===== config.mk =====
export PLATFORM = sky130hd
export DESIGN_NAME = wb_traffic_gen_flat
export DESIGN_NICKNAME = d
export VERILOG_FILES = /design/src/rtl/wb_traffic_gen_if.sv /design/src/rtl/wb_traffic_gen.sv /design/src/flat_wrapper.sv
export SDC_FILE = /design/constraint.sdc
export NUM_CORES = 1
export LEC_CHECK = 0
export ABC_AREA = 1
export CELL_PAD_IN_SITES_DETAIL_PLACEMENT = 1
export CELL_PAD_IN_SITES_GLOBAL_PLACEMENT = 1
export CORE_MARGIN = 8
export CORE_UTILIZATION = 42
export DETAILED_ROUTE_END_ITERATION = 10
export GPL_ROUTABILITY_DRIVEN = 0
export GPL_TIMING_DRIVEN = 1
export PLACE_DENSITY_LB_ADDON = 0.05
export RECOVER_POWER = 50
export SYNTH_ARGS = -nofsm -noshare
export SYNTH_HDL_FRONTEND = slang
export SYNTH_SLANG_ARGS = --single-unit

===== constraint.sdc =====
create_clock -name sys_clk -period 3.75 [get_ports sys_clk]
set_input_delay 0.5625 -clock sys_clk [delete_from_list [all_inputs] [get_ports sys_clk]]
set_output_delay 0.5625 -clock sys_clk [all_outputs]
set_load 0.005 [all_outputs]

===== src/rtl/wb_traffic_gen_if.sv =====
// Wishbone master bundle for the traffic generator.
// Signal names follow the SDRAM controller's port naming.
interface wb_traffic_gen_if #(
  parameter int DW = 32,
  parameter int AW = 26
);
  logic          wb_cyc_o;
  logic          wb_stb_o;
  logic          wb_we_o;
  logic [AW-1:0] wb_addr_o;
  logic [DW-1:0] wb_dat_o;
  logic [DW/8-1:0] wb_sel_o;
  logic [DW-1:0] wb_dat_i;
  logic          wb_ack_i;

  modport master (
    output wb_cyc_o, wb_stb_o, wb_we_o,
    output wb_addr_o, wb_dat_o, wb_sel_o,
    input  wb_dat_i, wb_ack_i
  );

  modport slave (
    input  wb_cyc_o, wb_stb_o, wb_we_o,
    input  wb_addr_o, wb_dat_o, wb_sel_o,
    output wb_dat_i, wb_ack_i
  );
endinterface


===== src/rtl/wb_traffic_gen.sv =====
// Wishbone burst traffic generator / read checker for the
// SDRAM controller port: write, read and write-then-verify.
module wb_traffic_gen #(
  parameter int DW        = 32,
  parameter int AW        = 26,
  parameter int BL_MAX    = 8,
  parameter int TO_CYCLES = 1024
) (
  input  logic          sys_clk,
  input  logic          RESETN,
  input  logic          sdr_init_done,
  input  logic          start,
  input  logic [1:0]    cfg_mode,
  input  logic [AW-1:0] cfg_base_addr,
  input  logic [15:0]   cfg_num_bursts,
  input  logic [8:0]    cfg_burst_len,
  input  logic          cfg_pattern,
  input  logic [31:0]   cfg_seed,
  output logic          busy,
  output logic          done,
  output logic          pass,
  output logic          timeout,
  output logic [15:0]   err_cnt,
  output logic [AW-1:0] first_err_addr,
  wb_traffic_gen_if.master wb
);

  localparam int WW = $clog2(TO_CYCLES + 1);
  localparam logic [8:0] BLM = 9'(BL_MAX);
  localparam logic [AW-1:0] STEP = AW'(DW / 8);

  typedef enum logic [2:0] {
    IDLE, WAIT_INIT, WR_BURST, WR_GAP,
    RD_BURST, RD_GAP, FINISH
  } state_t;

  state_t        state;
  logic [1:0]    mode_l;
  logic [AW-1:0] base_l;
  logic [15:0]   nb_l;
  logic [8:0]    bl_l;
  logic          pat_l;
  logic [31:0]   seed_l;
  logic [AW-1:0] addr;
  logic [31:0]   pat_st;
  logic [8:0]    beat;
  logic [15:0]   burst;
  logic [WW-1:0] wdog;
  logic          cyc;
  logic          stb;
  logic          we;
  logic [DW-1:0] dat_w;

  // pat_st always holds the word of the beat currently presented
  function automatic logic [31:0] pat_next(
    input logic [31:0] s,
    input logic        p
  );
    if (p)
      return (s >> 1) ^ (s[0] ? 32'h8020_0003 : 32'h0);
    return s + 32'd1;
  endfunction

  assign dat_w        = {(DW/32){pat_st}};
  assign wb.wb_cyc_o  = cyc;
  assign wb.wb_stb_o  = stb;
  assign wb.wb_we_o   = we;
  assign wb.wb_addr_o = addr;
  assign wb.wb_dat_o  = dat_w;
  assign wb.wb_sel_o  = {(DW/8){stb}};

  always_ff @(posedge sys_clk or negedge RESETN) begin
    if (!RESETN) begin
      state          <= IDLE;
      mode_l         <= '0;
      base_l         <= '0;
      nb_l           <= '0;
      bl_l           <= '0;
      pat_l          <= 1'b0;
      seed_l         <= '0;
      addr           <= '0;
      pat_st         <= '0;
      beat           <= '0;
      burst          <= '0;
      wdog           <= '0;
      cyc            <= 1'b0;
      stb            <= 1'b0;
      we             <= 1'b0;
      busy           <= 1'b0;
      done           <= 1'b0;
      pass           <= 1'b0;
      timeout        <= 1'b0;
      err_cnt        <= '0;
      first_err_addr <= '0;
    end else begin
      done <= 1'b0;
      unique case (state)
        IDLE: begin
          if (start && cfg_mode != 2'b11) begin
            mode_l  <= cfg_mode;
            base_l  <= cfg_base_addr;
            nb_l    <= cfg_num_bursts;
            bl_l    <= (cfg_burst_len == 9'd0 ||
                        cfg_burst_len > BLM) ?
                       BLM : cfg_burst_len;
            pat_l   <= cfg_pattern;
            seed_l  <= (cfg_pattern && cfg_seed == 32'd0) ?
                       32'd1 : cfg_seed;
            busy           <= 1'b1;
            pass           <= 1'b0;
            timeout        <= 1'b0;
            err_cnt        <= '0;
            first_err_addr <= '0;
            state          <= WAIT_INIT;
          end
        end
        WAIT_INIT: begin
          if (nb_l == 16'd0) begin
            done  <= 1'b1;
            pass  <= 1'b1;
            state <= FINISH;
          end else if (sdr_init_done) begin
            addr   <= base_l;
            pat_st <= seed_l;
            beat   <= '0;
            burst  <= '0;
            wdog   <= '0;
            cyc    <= 1'b1;
            stb    <= 1'b1;
            we     <= (mode_l != 2'b01);
            state  <= (mode_l == 2'b01) ? RD_BURST : WR_BURST;
          end
        end
        WR_BURST, RD_BURST: begin
          if (wb.wb_ack_i) begin
            wdog   <= '0;
            addr   <= addr + STEP;
            pat_st <= pat_next(pat_st, pat_l);
            if (state == RD_BURST && wb.wb_dat_i != dat_w) begin
              if (err_cnt != 16'hFFFF)
                err_cnt <= err_cnt + 16'd1;
              if (err_cnt == 16'd0)
                first_err_addr <= addr;
            end
            if (beat == bl_l - 9'd1) begin
              beat  <= '0;
              burst <= burst + 16'd1;
              cyc   <= 1'b0;
              stb   <= 1'b0;
              state <= (state == WR_BURST) ? WR_GAP : RD_GAP;
            end else begin
              beat <= beat + 9'd1;
            end
          end else if (wdog == WW'(TO_CYCLES - 1)) begin
            cyc     <= 1'b0;
            stb     <= 1'b0;
            timeout <= 1'b1;
            pass    <= 1'b0;
            done    <= 1'b1;
            state   <= FINISH;
          end else begin
            wdog <= wdog + WW'(1);
          end
        end
        WR_GAP: begin
          wdog <= '0;
          if (burst != nb_l) begin
            cyc   <= 1'b1;
            stb   <= 1'b1;
            state <= WR_BURST;
          end else if (mode_l == 2'b10) begin
            // verify pass replays the same address/pattern stream
            addr   <= base_l;
            pat_st <= seed_l;
            burst  <= '0;
            cyc    <= 1'b1;
            stb    <= 1'b1;
            we     <= 1'b0;
            state  <= RD_BURST;
          end else begin
            done  <= 1'b1;
            pass  <= (err_cnt == 16'd0);
            state <= FINISH;
          end
        end
        RD_GAP: begin
          wdog <= '0;
          if (burst != nb_l) begin
            cyc   <= 1'b1;
            stb   <= 1'b1;
            state <= RD_BURST;
          end else begin
            done  <= 1'b1;
            pass  <= (err_cnt == 16'd0);
            state <= FINISH;
          end
        end
        FINISH: begin
          busy  <= 1'b0;
          we    <= 1'b0;
          state <= IDLE;
        end
        default: state <= IDLE;
      endcase
    end
  end

endmodule


===== src/flat_wrapper.sv =====
// flat-port wrapper written by rule: the top's interface ports become plain ports
module wb_traffic_gen_flat 
#(
  parameter int DW        = 32,
  parameter int AW        = 26,
  parameter int BL_MAX    = 8,
  parameter int TO_CYCLES = 1024
)
  (sys_clk, RESETN, sdr_init_done, start, cfg_mode, cfg_base_addr, cfg_num_bursts, cfg_burst_len, cfg_pattern, cfg_seed, busy, done, pass, timeout, err_cnt, first_err_addr, wb_wb_cyc_o, wb_wb_stb_o, wb_wb_we_o, wb_wb_addr_o, wb_wb_dat_o, wb_wb_sel_o, wb_wb_dat_i, wb_wb_ack_i);
  wb_traffic_gen_if #(.DW(DW), .AW(AW)) wb_i ();
  input  logic sys_clk;
  input  logic RESETN;
  input  logic sdr_init_done;
  input  logic start;
  input  logic [1:0] cfg_mode;
  input  logic [AW-1:0] cfg_base_addr;
  input  logic [15:0] cfg_num_bursts;
  input  logic [8:0] cfg_burst_len;
  input  logic cfg_pattern;
  input  logic [31:0] cfg_seed;
  output logic busy;
  output logic done;
  output logic pass;
  output logic timeout;
  output logic [15:0] err_cnt;
  output logic [AW-1:0] first_err_addr;
  output wire logic [$bits(wb_i.wb_cyc_o)-1:0] wb_wb_cyc_o;
  output wire logic [$bits(wb_i.wb_stb_o)-1:0] wb_wb_stb_o;
  output wire logic [$bits(wb_i.wb_we_o)-1:0] wb_wb_we_o;
  output wire logic [$bits(wb_i.wb_addr_o)-1:0] wb_wb_addr_o;
  output wire logic [$bits(wb_i.wb_dat_o)-1:0] wb_wb_dat_o;
  output wire logic [$bits(wb_i.wb_sel_o)-1:0] wb_wb_sel_o;
  input wire logic [$bits(wb_i.wb_dat_i)-1:0] wb_wb_dat_i;
  input wire logic [$bits(wb_i.wb_ack_i)-1:0] wb_wb_ack_i;
  assign wb_wb_cyc_o = wb_i.wb_cyc_o;
  assign wb_wb_stb_o = wb_i.wb_stb_o;
  assign wb_wb_we_o = wb_i.wb_we_o;
  assign wb_wb_addr_o = wb_i.wb_addr_o;
  assign wb_wb_dat_o = wb_i.wb_dat_o;
  assign wb_wb_sel_o = wb_i.wb_sel_o;
  assign wb_i.wb_dat_i = wb_wb_dat_i;
  assign wb_i.wb_ack_i = wb_wb_ack_i;
  wb_traffic_gen #(.DW(DW), .AW(AW), .BL_MAX(BL_MAX), .TO_CYCLES(TO_CYCLES)) u_core (.sys_clk(sys_clk), .RESETN(RESETN), .sdr_init_done(sdr_init_done), .start(start), .cfg_mode(cfg_mode), .cfg_base_addr(cfg_base_addr), .cfg_num_bursts(cfg_num_bursts), .cfg_burst_len(cfg_burst_len), .cfg_pattern(cfg_pattern), .cfg_seed(cfg_seed), .busy(busy), .done(done), .pass(pass), .timeout(timeout), .err_cnt(err_cnt), .first_err_addr(first_err_addr), .wb(wb_i));
endmodule

Yosys cells after proc, flatten, opt, wreduce, memory -nomap -nowiden
Cells that the tools add are included.
W data, S select, Z words.
- bits in registers: 231
- bits in latches: 0
- memory bits (writable): 0
- memory bits (read-only): 0
- bits of input ports: 123
- output and inout bits: 111
- logic and storage cells: 189
- memories kept: 0
- $add $sub $neg: 7
- $mul: 0
- div/mod/pow operators: 0
- $lt $le $gt $ge: 1
- equal/unequal tests: 36
- shift-type cells: 0
- muxes and demuxes: 92
- bitwise logic cells: 1
- reduce and logical (&&, ||, !) cells: 32
- operators with widths (kind ; number):
    $mux W32 ; 9
    $mux W26 ; 9
    $mux W16 ; 10
    $pmux W32 S3 ; 1
    $pmux W26 S3 ; 1
    $pmux W26 S2 ; 1
    $pmux W16 S3 ; 1
    $mux W9 ; 5
    $mux W11 ; 4
    $pmux W11 S3 ; 1
    $add A16 B1 Y16 const B ; 2
    $add A32 B1 Y32 const B ; 1
    $logic_not A16 Y1 ; 2
    $logic_not A32 Y1 ; 1
    $ne A32 B32 Y1 ; 1
    $pmux W16 S2 ; 1
    $xor A31 B32 Y32 ; 1
    $mux W1 ; 30
    $mux W3 ; 9
    $add A26 B3 Y26 const B ; 1
    $ne A2 B1 Y1 const B ; 10
    $pmux W9 S2 ; 1
    $ne A16 B16 Y1 ; 1
    $ne A16 B16 Y1 const B ; 1
    36 further kinds ; 65

Depth between registers and ports, before layout
Gate-level depths: netlist of the first run.
- depth after elaboration: 6
- mapped depth: 15
- depth with buffers taken out: 14

Least setup slack after synthesis of the first run
OpenSTA, ideal clock, no wires.
- path type: register to register
- start: register u_core.pat_st[0] (netlist: u_core.wb.wb_dat_o[0])
- end: register u_core.pat_st[16] (netlist: u_core.wb.wb_dat_o[16])
- setup time: 0.120 ns
- arrival time: 1.771 ns
- data required time: 3.630 ns
- slack: 1.859 ns
- cell stages (with the launch flop): 10
- path buffers: 0
- period minus slack after synthesis: 1.891 ns
- cells stage by stage: dfrtp_1 > ha_1 > nand3_1 > nor2_1 > nand3_1 > nor2_1 > xor2_1 > nor2_1 > o21ai_1 > nand2_1
- longest elaborated chain between the ends: 4
- RTL lines (what ; RTL line ; text):
    start, declared ; wb_traffic_gen.sv:45 ; logic [31:0] pat_st;
    start signal, assigned ; wb_traffic_gen.sv:124 ; pat_st <= seed_l;
    start signal, assigned ; wb_traffic_gen.sv:138 ; pat_st <= pat_next(pat_st, pat_l);
    start signal, assigned ; wb_traffic_gen.sv:174 ; pat_st <= seed_l;
    $add A32 B1 Y32 ; wb_traffic_gen.sv:61 ; return s + 32'd1;
    $mux W32 ; wb_traffic_gen.sv:61 ;
    $mux W32 ; wb_traffic_gen.sv:135 ; if (wb.wb_ack_i) begin
    $pmux W32 S3 ; wb_traffic_gen.sv:97 ; unique case (state)
Every way passes these cells. The select of a mux whose other input is x is not followed.
A chain may end at the register's enable or synchronous reset.

Final worst setup path of the first run
- start: register u_core.burst[9]
- end: register u_core.addr[1] (netlist: u_core.wb.wb_addr_o[1])
- longest elaborated chain between the ends: 3
- RTL lines (what ; RTL line ; text):
    start, declared ; wb_traffic_gen.sv:47 ; logic [15:0] burst;
    start signal, assigned ; wb_traffic_gen.sv:147 ; burst <= burst + 16'd1;
    $ne A16 B16 Y1 ; wb_traffic_gen.sv:167 ; if (burst != nb_l) begin
    $ne A2 B2 Y1 (no source line) ; - ;
    $reduce_and A6 Y1 (no source line) ; - ;
    end signal, assigned ; wb_traffic_gen.sv:123 ; addr <= base_l;
    end signal, assigned ; wb_traffic_gen.sv:137 ; addr <= addr + STEP;
    end signal, assigned ; wb_traffic_gen.sv:173 ; addr <= base_l;
    end, declared ; wb_traffic_gen.sv:44 ; logic [AW-1:0] addr;
Every way passes these cells.

==> qor.yml, run 1 <==
die:
  die-area_mm2: 0.0400
  fp.dieW_um: 200
  rows: 67
  die_y_um: 200
  core_area_mm2: 0.0334
  initial_utilization: 0.425
  ioPinCount: 234
worst_setup_path:
  cpLargestDelayFamily: "simple AND/OR/NAND/NOR gates"
  path_common_cell: "nand2_1"
  required_ps: 4180
  crit_path_cell_trace: "inv_2 > nand2_1 > nand2_1 > nor2_1 > nand2_1 > nor2_1 > nand2_1 > nand2_1 > nand2_4 > inv_6 > buf_4 > nand2_1 > nand2_1 > nand2_1"
  crit_buf_inv: 3
  crit_arrival_ps: 3300
  path_class: "flop to flop"
  crit_path_end_kind: "flop"
  cp-start-kind: "flop"
  critical_path.max_stage_delay_ps: 500
  crit_path_max_fanout: 43
  crit_slowest_cell: "dfrtp_1"
synthesis:
  syn_area_per_cell_um2: 7.04
  synth_flop_cell: "dfrtp_1"
  netlist_instances: 2020
  yosysTopAreaCellShare: 0.406
  synth_top_area_cell: "dfrtp_1"
  async_flop_share: 1.00
  yosys_warnings: 0
  ys_seq_elements: 231
  syn_area_mm2: 0.0142
  ys_seq_area_frac: 0.406
  synth_fp_nets: 2151
  synth.distinct_cells: 48
  synth_edf_count: 0
  synthTopCellsByArea: "dfrtp_1, nand2_1, inv_1"
timing:
  setup_slack_ps: 885
  clock_skew_ps: 15.7
  fin_crit_sh: 0.764
  finalSetupTns_ps: 0
  layout_min_cycle_time_ps: 2870
  tightest_slew_ps: 2720
  hold_viol: 0
  fmax_ghz: 0.349
  finalSetupViolCount: 0
  finalMaxSlewViolations: 94
  timing.max_slew.rel_slack: -0.816
  rsz0062_at_grt: "no"
route:
  route.vias.total: 14400
  ant_nets: 0
  firstDrtPassIters: 7
  drc: 0
  vias_per_cell: 5.37
  initialDrtViolationCount: 847
  wl_per_cell_um: 19.3
  wl_mm: 51.9
job:
  drv_cap: 1
cts:
  numCtsBuffers: 28
  cts_buffer_depth: 3
  cts_resized: 0
  cts_tree: "yes"
  post-cts-setup-buffers: 0
  clk_pin_slew_worst_paths_ps: 60
  cts_htree_levels: 1
  clkSinkCount: 231
  clock_latency_ps: 550
  ctsHoldBuffers: 0
  cts_root_buf: "clkbuf_16"
power_and_ir_drop:
  pwr_density_cell_mw_per_mm2: 802
  p_int_mw: 7.59
  combinationalPowerShare: 0.489
  leakage_nw: 8.21
  ir_drop_mv: 0.431
  p_sw_mw: 6.66
  clock_power_share: 0.200
  power_mw: 14.2
  sequentialPowerShare: 0.311
  switching_share: 0.467
grt:
  grt_max_degree: 125
  grt_pass1_wl_mm: 82.9
  first_global_vias: 15300
  antenna_found_initial: 1
  grt-ovfl-total: 0
  track_usage: 0.258
run_status:
  violations: "max-capacitance violations, max-slew violations"
  status: "finished, violations left"
finish:
  drive_gt1_frac: 0.0612
  nets: 2347
  final_util: 0.531
  synthToLayoutAreaGrowth_pct: 24.9
placed_design:
  dp.final_hpwl_mm: 38.4
  place_ws_ps: 691
  numPortBuffers: 233
hold_path:
  hp-class: "flop to flop"
==> sequential cells by signal, indices dropped and copies added, names as in the netlist, 2 cells and up <==
register	flops
u_core.mode_l	2
u_core.bl_l	9
u_core.seed_l	32
u_core.state	3
u_core.nb_l	16
u_core.first_err_addr	26
u_core.wb.wb_dat_o	32
u_core.wb.wb_addr_o	26
u_core.err_cnt	16
u_core.burst	16
u_core.wdog	11
u_core.beat	9
u_core.base_l	26
==> cell usage in the layout, fill, tap and decap left out, types with 5 or more instances in the layout <==
master	instances
xnor2_1	27
nand2_2	7
o211ai_1	22
a21oi_1	50
xor2_1	43
or2_2	16
clkinv_2	5
nand3b_1	6
inv_1	186
ha_1	8
buf_4	10
o21ai_0	134
nor2_2	8
nand4_1	31
nand2_1	703
clkdlybuf4s50_1	184
dlygate4sd3_1	48
nand3_1	131
clkbuf_8	6
nand2_4	5
clkbuf_16	29
o21ai_1	10
inv_2	14
o21ai_2	16
nor3_1	41
clkbuf_1	8
nor4_1	8
dfrtp_1	231
nand3_2	5
nor2_1	182
o2111ai_1	25
==> synthesized netlist by cell type, types with 10 or more instances <==
master	count
inv_1	185
nand3_1	131
xor2_1	43
o2111ai_1	25
dfrtp_1	231
xnor2_1	27
buf_4	12
or2_2	16
o211ai_1	22
nand4_1	31
o21ai_0	134
inv_2	16
a21oi_1	50
nor2_1	179
nand2_1	703
nor2_2	10
buf_2	32
clkbuf_1	24
o21ai_1	10
o21ai_2	16
nor3_1	41
==> power by group through the flow <==
stage	clock network [mW]	logic, mW	registers, mW
floorplan	0	4.66	4.09
global placement	0	6.74	4.40
detailed placement	0	7.00	4.45
CTS	2.90	7.11	4.42
global route	2.98	7.82	4.54
finish	2.84	6.97	4.43
==> metrics by stage <==
| step | area (um^2) | std cells | hold slack, ps |
|---|---|---|---|
| detailed placement | 16800 | 2634 | 460 |
| CTS | 17800 | 2686 | 86.8 |
| floorplan | 14200 | 2020 | 267 |
| finish | 17800 | 2687 | 471 |
| global placement | 16800 | 2634 | 456 |
| global route | 17800 | 2687 | 501 |
==> cell families (layout without fill, tap and decap cells) <==
family                   Yosys count  count (layout)  synth area share
AO/OA/AOI/OAI                    276             276             0.115
XOR/XNOR                          70              70            0.0431
adder cells (fa/ha/maj)            8               8           0.00704
flip-flops                       231             231             0.406
other                              0               1                 0
buffers and inverters            284             502            0.0857
AND/OR/NAND/NOR                 1151            1151             0.342
==> worst reg2reg max path, stage by stage (launching register included) <==
cell     delay [ps]
dfrtp_1         500
inv_2            90
nand2_1          80
nand2_1          60
nor2_1          100
nand2_1          90
nor2_1          430
nand2_1         160
nand2_1         160
nand2_4          80
inv_6           210
buf_4           430
nand2_1         190
nand2_1         120
nand2_1          70
==> worst paths after layout <==
| path | cells past startpoint | to | slack [ps] | from |
|---|---|---|---|---|
| worst max-delay path | 14 | u_core.wb.wb_addr_o[1]$_DFFE_PN0P_ | 880 | u_core.burst[9]$_DFFE_PN0P_ |
| worst min-delay path | 2 | u_core.base_l[20]$_DFFE_PN0P_ | 470 | u_core.base_l[20]$_DFFE_PN0P_ |
| worst max register to register | 14 | u_core.wb.wb_addr_o[1]$_DFFE_PN0P_ | 880 | u_core.burst[9]$_DFFE_PN0P_ |
| worst min register to register | 2 | u_core.base_l[20]$_DFFE_PN0P_ | 470 | u_core.base_l[20]$_DFFE_PN0P_ |
| max in group asynchronous | 1 | u_core.nb_l[0]$_DFFE_PN0P_ | 1290 | RESETN |
| min in group asynchronous | 1 | u_core.wb.wb_dat_o[15]$_DFFE_PN0P_ | 840 | RESETN |
==> layer usage <==
metal	GRT usage	vias to the layer above	routed length [um]
met2	0.431	370	24700
met1	0.343	7060	22900
met3	0.0362	93	2640
met5	0	-	0
met4	0.0847	0	1640
li1	-	6902	-
==> cell type report <==
cell class	instances	area, um^2
Fill cell	4237	15700
Sequential cell	231	5780
Clock inverter	9	126
Multi-Input combinational cell	1505	7210
Inverter	203	768
Tap cell	448	561
Clock buffer	43	838
Timing Repair Buffer	247	2480
Antenna cell	1	2.50
Note: power is estimated with default switching activity, not from simulation.
==> inputs of run 2 (changes only) <==
--- a/config.mk
+++ b/config.mk
@@ -9,7 +9,7 @@
 export CELL_PAD_IN_SITES_DETAIL_PLACEMENT = 1
 export CELL_PAD_IN_SITES_GLOBAL_PLACEMENT = 1
 export CORE_MARGIN = 8
-export CORE_UTILIZATION = 42
+export CORE_UTILIZATION = 39
 export DETAILED_ROUTE_END_ITERATION = 10
 export GPL_ROUTABILITY_DRIVEN = 0
 export GPL_TIMING_DRIVEN = 1
==> constraint.sdc (replaced) <==
create_clock -name sys_clk -period 2.9 [get_ports sys_clk]
set_input_delay 0.435 -clock sys_clk [delete_from_list [all_inputs] [get_ports sys_clk]]
set_output_delay 0.435 -clock sys_clk [all_outputs]
set_load 0.005 [all_outputs]
==> qor.yml, run 2 (synthesis gave the netlist of run 1 again) <==
cts:
  clock_latency_ps: 560  # was 550 ps
  cts_resized: 0  # unchanged
  numCtsBuffers: 28  # unchanged
  cts_htree_levels: 1  # unchanged
  cts_tree: "yes"  # unchanged
  cts_buffer_depth: 3  # unchanged
  clk_pin_slew_worst_paths_ps: 60  # about the same
  cts_root_buf: "clkbuf_16"  # unchanged
  clkSinkCount: 231  # unchanged
die:
  fp.dieW_um: 207  # was 200 um
  ioPinCount: 234  # unchanged
  core_area_mm2: 0.0363  # was 0.0334 mm^2
  initial_utilization: 0.392  # was 0.425
  rows: 70  # was 67
  die_y_um: 207  # was 200 um
  die-area_mm2: 0.0428  # was 0.0400 mm^2
timing:
  timing.max_slew.rel_slack: -0.400  # was -0.816
  rsz0062_at_grt: "no"  # unchanged
  tightest_slew_ps: 2100  # was 2720 ps
  fin_crit_sh: 0.888  # was 0.764
  fmax_ghz: 0.388  # was 0.349 GHz
  finalSetupViolCount: 0  # unchanged
  hold_viol: 0  # unchanged
  finalMaxSlewViolations: 67  # was 94
  clock_skew_ps: 18.2  # was 15.7 ps
  layout_min_cycle_time_ps: 2580  # was 2870 ps
  setup_slack_ps: 325  # was 885 ps
  finalSetupTns_ps: 0  # unchanged
finish:
  nets: 2367  # was 2347
  final_cell_mix: "nand2_1, dfrtp_1, clkdlybuf4s50_1, inv_1, nor2_1"  # was nand2_1, dfrtp_1, inv_1, clkdlybuf4s50_1, nor2_1
  drive_gt1_frac: 0.0691  # was 0.0612
  synthToLayoutAreaGrowth_pct: 26.4  # was 24.9%
  nFillCells: 4596  # was 4237
  final_common_cell: "nand2_1"  # unchanged
  diodes: 0  # was 1
run_status:
  violations: "max-capacitance violations, max-slew violations"  # unchanged
  status: "finished, violations left"  # unchanged
worst_setup_path:
  worstReg2RegEnd: "u_core.base_l[11]$_DFFE_PN0P_"  # was u_core.wb.wb_addr_o[1]$_DFFE_PN0P_
  crit_path_max_fanout: 31  # was 43
  crit_path_end_kind: "flop"  # unchanged
  startpoint: "u_core.state[1]$_DFFE_PN0P_"  # was u_core.burst[9]$_DFFE_PN0P_
  regToRegStartpoint: "u_core.state[1]$_DFFE_PN0P_"  # was u_core.burst[9]$_DFFE_PN0P_
  path_class: "flop to flop"  # unchanged
  cp-start-kind: "flop"  # unchanged
  reg2regPathDepth: 9  # was 14
  critPathCapture: "u_core.base_l[11]$_DFFE_PN0P_"  # was u_core.wb.wb_addr_o[1]$_DFFE_PN0P_
  crit_arrival_ps: 3070  # was 3300 ps
  reg2reg_slack_ps: 320  # was 880 ps
  required_ps: 3390  # was 4180 ps
grt:
  grt.met2_usage: 0.408  # was 0.431
  use_met1: 0.320  # was 0.343
  antenna_found_initial: 0  # was 1
  grt_max_degree: 70  # was 125
  grt-ovfl-total: 0  # unchanged
  track_usage: 0.240  # was 0.258
  grt_pass1_wl_mm: 85.0  # was 82.9 mm
  grt_use_met3: 0.0349  # was 0.0362
  grt-busiest-layer: "met2"  # unchanged
  first_global_vias: 15200  # was 15300
power_and_ir_drop:
  leakage_nw: 8.30  # was 8.21 nW
  ir_drop_mv: 0.639  # was 0.431 mV
  pwr_density_cell_mw_per_mm2: 1030  # was 802 mW/mm^2
route:
  drc: 0  # unchanged
  wl_mm: 52.5  # was 51.9 mm
  initialDrtViolationCount: 782  # was 847
  ant_nets: 0  # unchanged
  firstDrtPassIters: 6  # was 7
  wl_per_cell_um: 19.3  # about the same
  route.vias.total: 14400  # about the same
  vias_per_cell: 5.28  # was 5.37
hold_path:
  hp-class: "input pin to flop"  # was flop to flop
  holdPathStages: 3  # was 2
placed_design:
  dp.final_hpwl_mm: 39.5  # was 38.4 mm
  place_ws_ps: 215  # was 691 ps
  numPortBuffers: 233  # unchanged
job:
  drv_cap: 1  # unchanged
run 2: cell count changes in the layout (fill, tap and decap cells not counted), moves of 2 or more:
cell	previous run	this run
buf_4	10	19
buf_12	4	11
clkdlybuf4s50_1	184	187
clkinvlp_4	1	4
clkbuf_2	1	3
clkbuf_8	6	4
dlygate4sd3_1	48	46
nor2_1	182	180
run 2: worst min path at each step:
stage,slack (ps),to,start
floorplan,140,u_core.base_l[0]$_DFFE_PN0P_,RESETN
global placement,460,u_core.base_l[3]$_DFFE_PN0P_,u_core.base_l[3]$_DFFE_PN0P_
detailed placement,460,u_core.base_l[14]$_DFFE_PN0P_,u_core.base_l[14]$_DFFE_PN0P_
CTS,400,u_core.base_l[8]$_DFFE_PN0P_,cfg_base_addr[8]
global route,430,u_core.base_l[17]$_DFFE_PN0P_,cfg_base_addr[17]
finish,420,u_core.base_l[12]$_DFFE_PN0P_,cfg_base_addr[12]
run 2: layout make-up:
class / instances / area, um^2 / area share
flip-flops and latches: 231 / 5780 / 0.321
repair buffers: 267 / 2710 / 0.151
clock inverters: 11 / 126 / 0.00703
well taps: 468 / 586 / 0.0326
clock buffers: 39 / 782 / 0.0435
inverters: 203 / 769 / 0.0428
multi-input cells: 1505 / 7220 / 0.402
run 2: metrics by stage:
step | util | cell area, um^2 | hold slack [ps] | cells | power, mW
4_1_cts | 0.497 | 18000 | 403 | 2724 | 18.7
3_5_place_dp | 0.472 | 17100 | 463 | 2673 | 15.1
3_3_place_gp | 0.472 | 17100 | 456 | 2673 | 14.9
6_report | 0.496 | 18000 | 417 | 2724 | 18.5
5_1_grt | 0.496 | 18000 | 425 | 2724 | 20.0
2_1_floorplan | - | 14200 | 139 | 2020 | 11.3
run 2: what timing repair did:
action,CTS,global route
setup buffers,0,0
hold buffers,1,0
endpoints found under the hold margin,63,0
run 2: routing by layer:
layer / share of wire / vias to the layer above
li1: - / 6943
met1: 0.46 / 7016
met2: 0.47 / 338
met3: 0.045 / 73
met4: 0.023 / 0
met5: 0 / -
run 2: worst max-delay path, stage by stage (launching register included):
cell and delay, ps:
dfrtp_1 470, nor2_1 240, inv_1 60, nor2_1 160
inv_1 140, nor2_4 290, clkbuf_2 670, buf_4 310
nand2_1 100, nand2_1 80
run 2: power breakdown:
part / total (mW) / switching [mW] / leakage (nW) / internal (mW)
Sequential: 5.73 / 1.32 / 2.99 / 4.41
Clock: 3.50 / 1.45 / 0.433 / 2.06
Combinational: 9.30 / 5.91 / 4.88 / 3.39
==> inputs of run 3 (changes only) <==
--- a/config.mk
+++ b/config.mk
@@ -8,12 +8,11 @@
 export ABC_AREA = 1
 export CELL_PAD_IN_SITES_DETAIL_PLACEMENT = 1
 export CELL_PAD_IN_SITES_GLOBAL_PLACEMENT = 1
-export CORE_MARGIN = 8
-export CORE_UTILIZATION = 39
+export CORE_UTILIZATION = 42
 export DETAILED_ROUTE_END_ITERATION = 10
 export GPL_ROUTABILITY_DRIVEN = 0
 export GPL_TIMING_DRIVEN = 1
-export PLACE_DENSITY_LB_ADDON = 0.05
+export PLACE_DENSITY_LB_ADDON = 0.1
 export RECOVER_POWER = 50
 export SYNTH_ARGS = -nofsm -noshare
 export SYNTH_HDL_FRONTEND = slang
==> constraint.sdc (replaced) <==
create_clock -name sys_clk -period 3 [get_ports sys_clk]
set_input_delay 0.45 -clock sys_clk [delete_from_list [all_inputs] [get_ports sys_clk]]
set_output_delay 0.45 -clock sys_clk [all_outputs]
set_load 0.005 [all_outputs]
==> qor.yml, run 3 (synthesis gave the netlist of run 1 again) <==
finish:
  multi_input_area_mm2: 0.00721  # was 0.00722 mm^2
  nFillCells: 4229  # was 4596
  final_cell_mix: "nand2_1, dfrtp_1, inv_1, clkdlybuf4s50_1, nor2_1"  # was nand2_1, dfrtp_1, clkdlybuf4s50_1, inv_1, nor2_1
  diodes: 0  # unchanged
  fin_cells: 2701  # was 2724
  nets: 2362  # was 2367
  synthToLayoutAreaGrowth_pct: 26.3  # was 26.4%
  seq_area_mm2: 0.00578  # unchanged
  final_common_cell: "nand2_1"  # unchanged
  drive_gt1_frac: 0.0688  # was 0.0691
grt:
  grt_max_degree: 82  # was 70
  track_usage: 0.289  # was 0.240
  first_global_vias: 14600  # was 15200
  grt_pass1_wl_mm: 78.5  # was 85.0 mm
  antenna_found_initial: 0  # unchanged
  grt-ovfl-total: 0  # unchanged
timing:
  timing.max_slew.rel_slack: 0.0428  # was -0.400
  fmax_ghz: 0.386  # was 0.388 GHz
  clock_skew_ps: 33.9  # was 18.2 ps
  hold_viol: 0  # unchanged
  rsz0062_at_grt: "no"  # unchanged
  finalSetupTns_ps: 0  # unchanged
  finalSetupViolCount: 0  # unchanged
  layout_min_cycle_time_ps: 2590  # was 2580 ps
  finalMaxSlewViolations: 0  # was 67
  fin_crit_sh: 0.863  # was 0.888
  tightest_slew_ps: 1440  # was 2100 ps
route:
  wl_mm: 49.5  # was 52.5 mm
  ant_nets: 0  # unchanged
  route.vias.total: 14400  # about the same
  wl_per_cell_um: 18.3  # was 19.3 um
  vias_per_cell: 5.32  # was 5.28
  firstDrtPassIters: 5  # was 6
  initialDrtViolationCount: 900  # was 782
  drc: 0  # unchanged
worst_setup_path:
  path_class: "flop to flop"  # unchanged
  required_ps: 3450  # was 3390 ps
  crit_path_cell_trace: "inv_1 > nand3_1 > inv_2 > nand3_1 > nand2_2 > nor2_2 > nand2_4 > inv_6 > nand2_4 > nand2_1 > o21ai_2"  # was nor2_1 > inv_1 > nor2_1 > inv_1 > nor2_4 > clkbuf_2 > buf_4 > nand2_1 > nand2_1
  crit_slowest_cell: "dfrtp_1"  # was clkbuf_2
  crit_path_max_fanout: 45  # was 31
  cp-start-kind: "flop"  # unchanged
  critical_path.max_stage_delay_ps: 450  # was 670 ps
  crit_arrival_ps: 3040  # was 3070 ps
  crit_path_end_kind: "flop"  # unchanged
power_and_ir_drop:
  leakage_nw: 8.32  # was 8.30 nW
  pwr_density_cell_mw_per_mm2: 1010  # was 1030 mW/mm^2
  ir_drop_mv: 0.491  # was 0.639 mV
job:
  drv_cap: 0  # was 1
hold_path:
  hp-class: "input pin to flop"  # unchanged
placed_design:
  numPlacedInstances: 2648  # was 2673
  numPortBuffers: 233  # unchanged
  dp.final_hpwl_mm: 36.7  # was 39.5 mm
cts:
  numCtsBuffers: 28  # unchanged
  cts_htree_levels: 1  # unchanged
  clkSinkCount: 231  # unchanged
  cts_buffer_depth: 3  # unchanged
  cts_tree: "yes"  # unchanged
  cts_root_buf: "clkbuf_16"  # unchanged
  post-cts-setup-buffers: 0  # unchanged
  clk_pin_slew_worst_paths_ps: 60  # about the same
  clock_latency_ps: 570  # was 560 ps
die:
  initial_utilization: 0.425  # was 0.392
  fp.dieW_um: 186  # was 207 um
  die_y_um: 186  # was 207 um
  ioPinCount: 234  # unchanged
  core_area_mm2: 0.0334  # was 0.0363 mm^2
  rows: 67  # was 70
  die-area_mm2: 0.0346  # was 0.0428 mm^2
run_status:
  status: "complete, no violations"  # was finished, violations left
[run 3: changes by cell type in the layout (fill, tap and decap cells not counted), moves of 2 or more]
cell             change
nand3_1              +2
dlygate4sd3_1        +2
bufinv_16            +3
clkinvlp_4           -2
clkdlybuf4s50_1      -2
buf_12               -4
clkinv_2             +4
clkbuf_1             -5
nand3_2              -2
[run 3: what timing repair did]
| item | in CTS | in global routing |
|---|---|---|
| resized for setup | 0 | 0 |
| hold endpoints to repair | 48 | 0 |
| hold buffers | 1 | 0 |
[run 3: cell type report]
class                      instances  area share
clock buffer                      36      0.0434
clock inverter                    16      0.0134
inverter                         203      0.0427
multi-input combinational       1505       0.401
sequential                       231       0.322
tap                              448      0.0312
timing repair buffer             262       0.146
[run 3: path summary, 6_finish.rpt]
check,startpoint,endpoint,slack [ps],cells past startpoint
setup / recovery,u_core.state[2]$_DFFE_PN0P_,u_core.burst[9]$_DFFE_PN0P_,410,11
hold / removal,cfg_base_addr[10],u_core.base_l[10]$_DFFE_PN0P_,410,3
setup reg to reg,u_core.state[2]$_DFFE_PN0P_,u_core.burst[9]$_DFFE_PN0P_,410,11
hold reg to reg,u_core.base_l[15]$_DFFE_PN0P_,u_core.base_l[15]$_DFFE_PN0P_,470,2
max in group asynchronous,RESETN,u_core.beat[1]$_DFFE_PN0P_,780,3
min in group asynchronous,RESETN,u_core.wb.wb_dat_o[19]$_DFFE_PN0P_,770,2
[run 3: power breakdown]
part | switching [mW] | total (mW) | leakage [nW] | internal [mW]
Combinational | 5.70 | 8.91 | 4.83 | 3.22
Clock | 1.45 | 3.73 | 0.500 | 2.28
Sequential | 1.22 | 5.48 | 2.99 | 4.26
Total | 8.36 | 18.1 | 8.32 | 9.76
[run 3: stage by stage]
step	total power, mW	setup slack [ps]	hold slack (ps)	area [um^2]	util
3_5_place_dp	14.4	348	396	17000	0.507
2_1_floorplan	10.9	1110	154	14200	-
3_3_place_gp	14.1	425	391	17000	0.507
4_1_cts	18.3	515	393	18000	0.538
6_report	18.1	410	412	18000	0.537
5_1_grt	19.5	150	436	18000	0.537
[run 3: critical path: cells and delay by family (launching register included)]
family          cells  cell delay (ps)
simple gates        7             1380
buf+inv             3              550
flops               1              450
compound gates      1               60
[run 3: per-layer routing]
metal	routed length [um]	up-vias	GRT usage
met3	2350	65	0.0342
met2	23600	362	0.485
met1	22400	7007	0.395
met5	0	-	0
li1	-	6937	-
met4	1080	0	0.0715
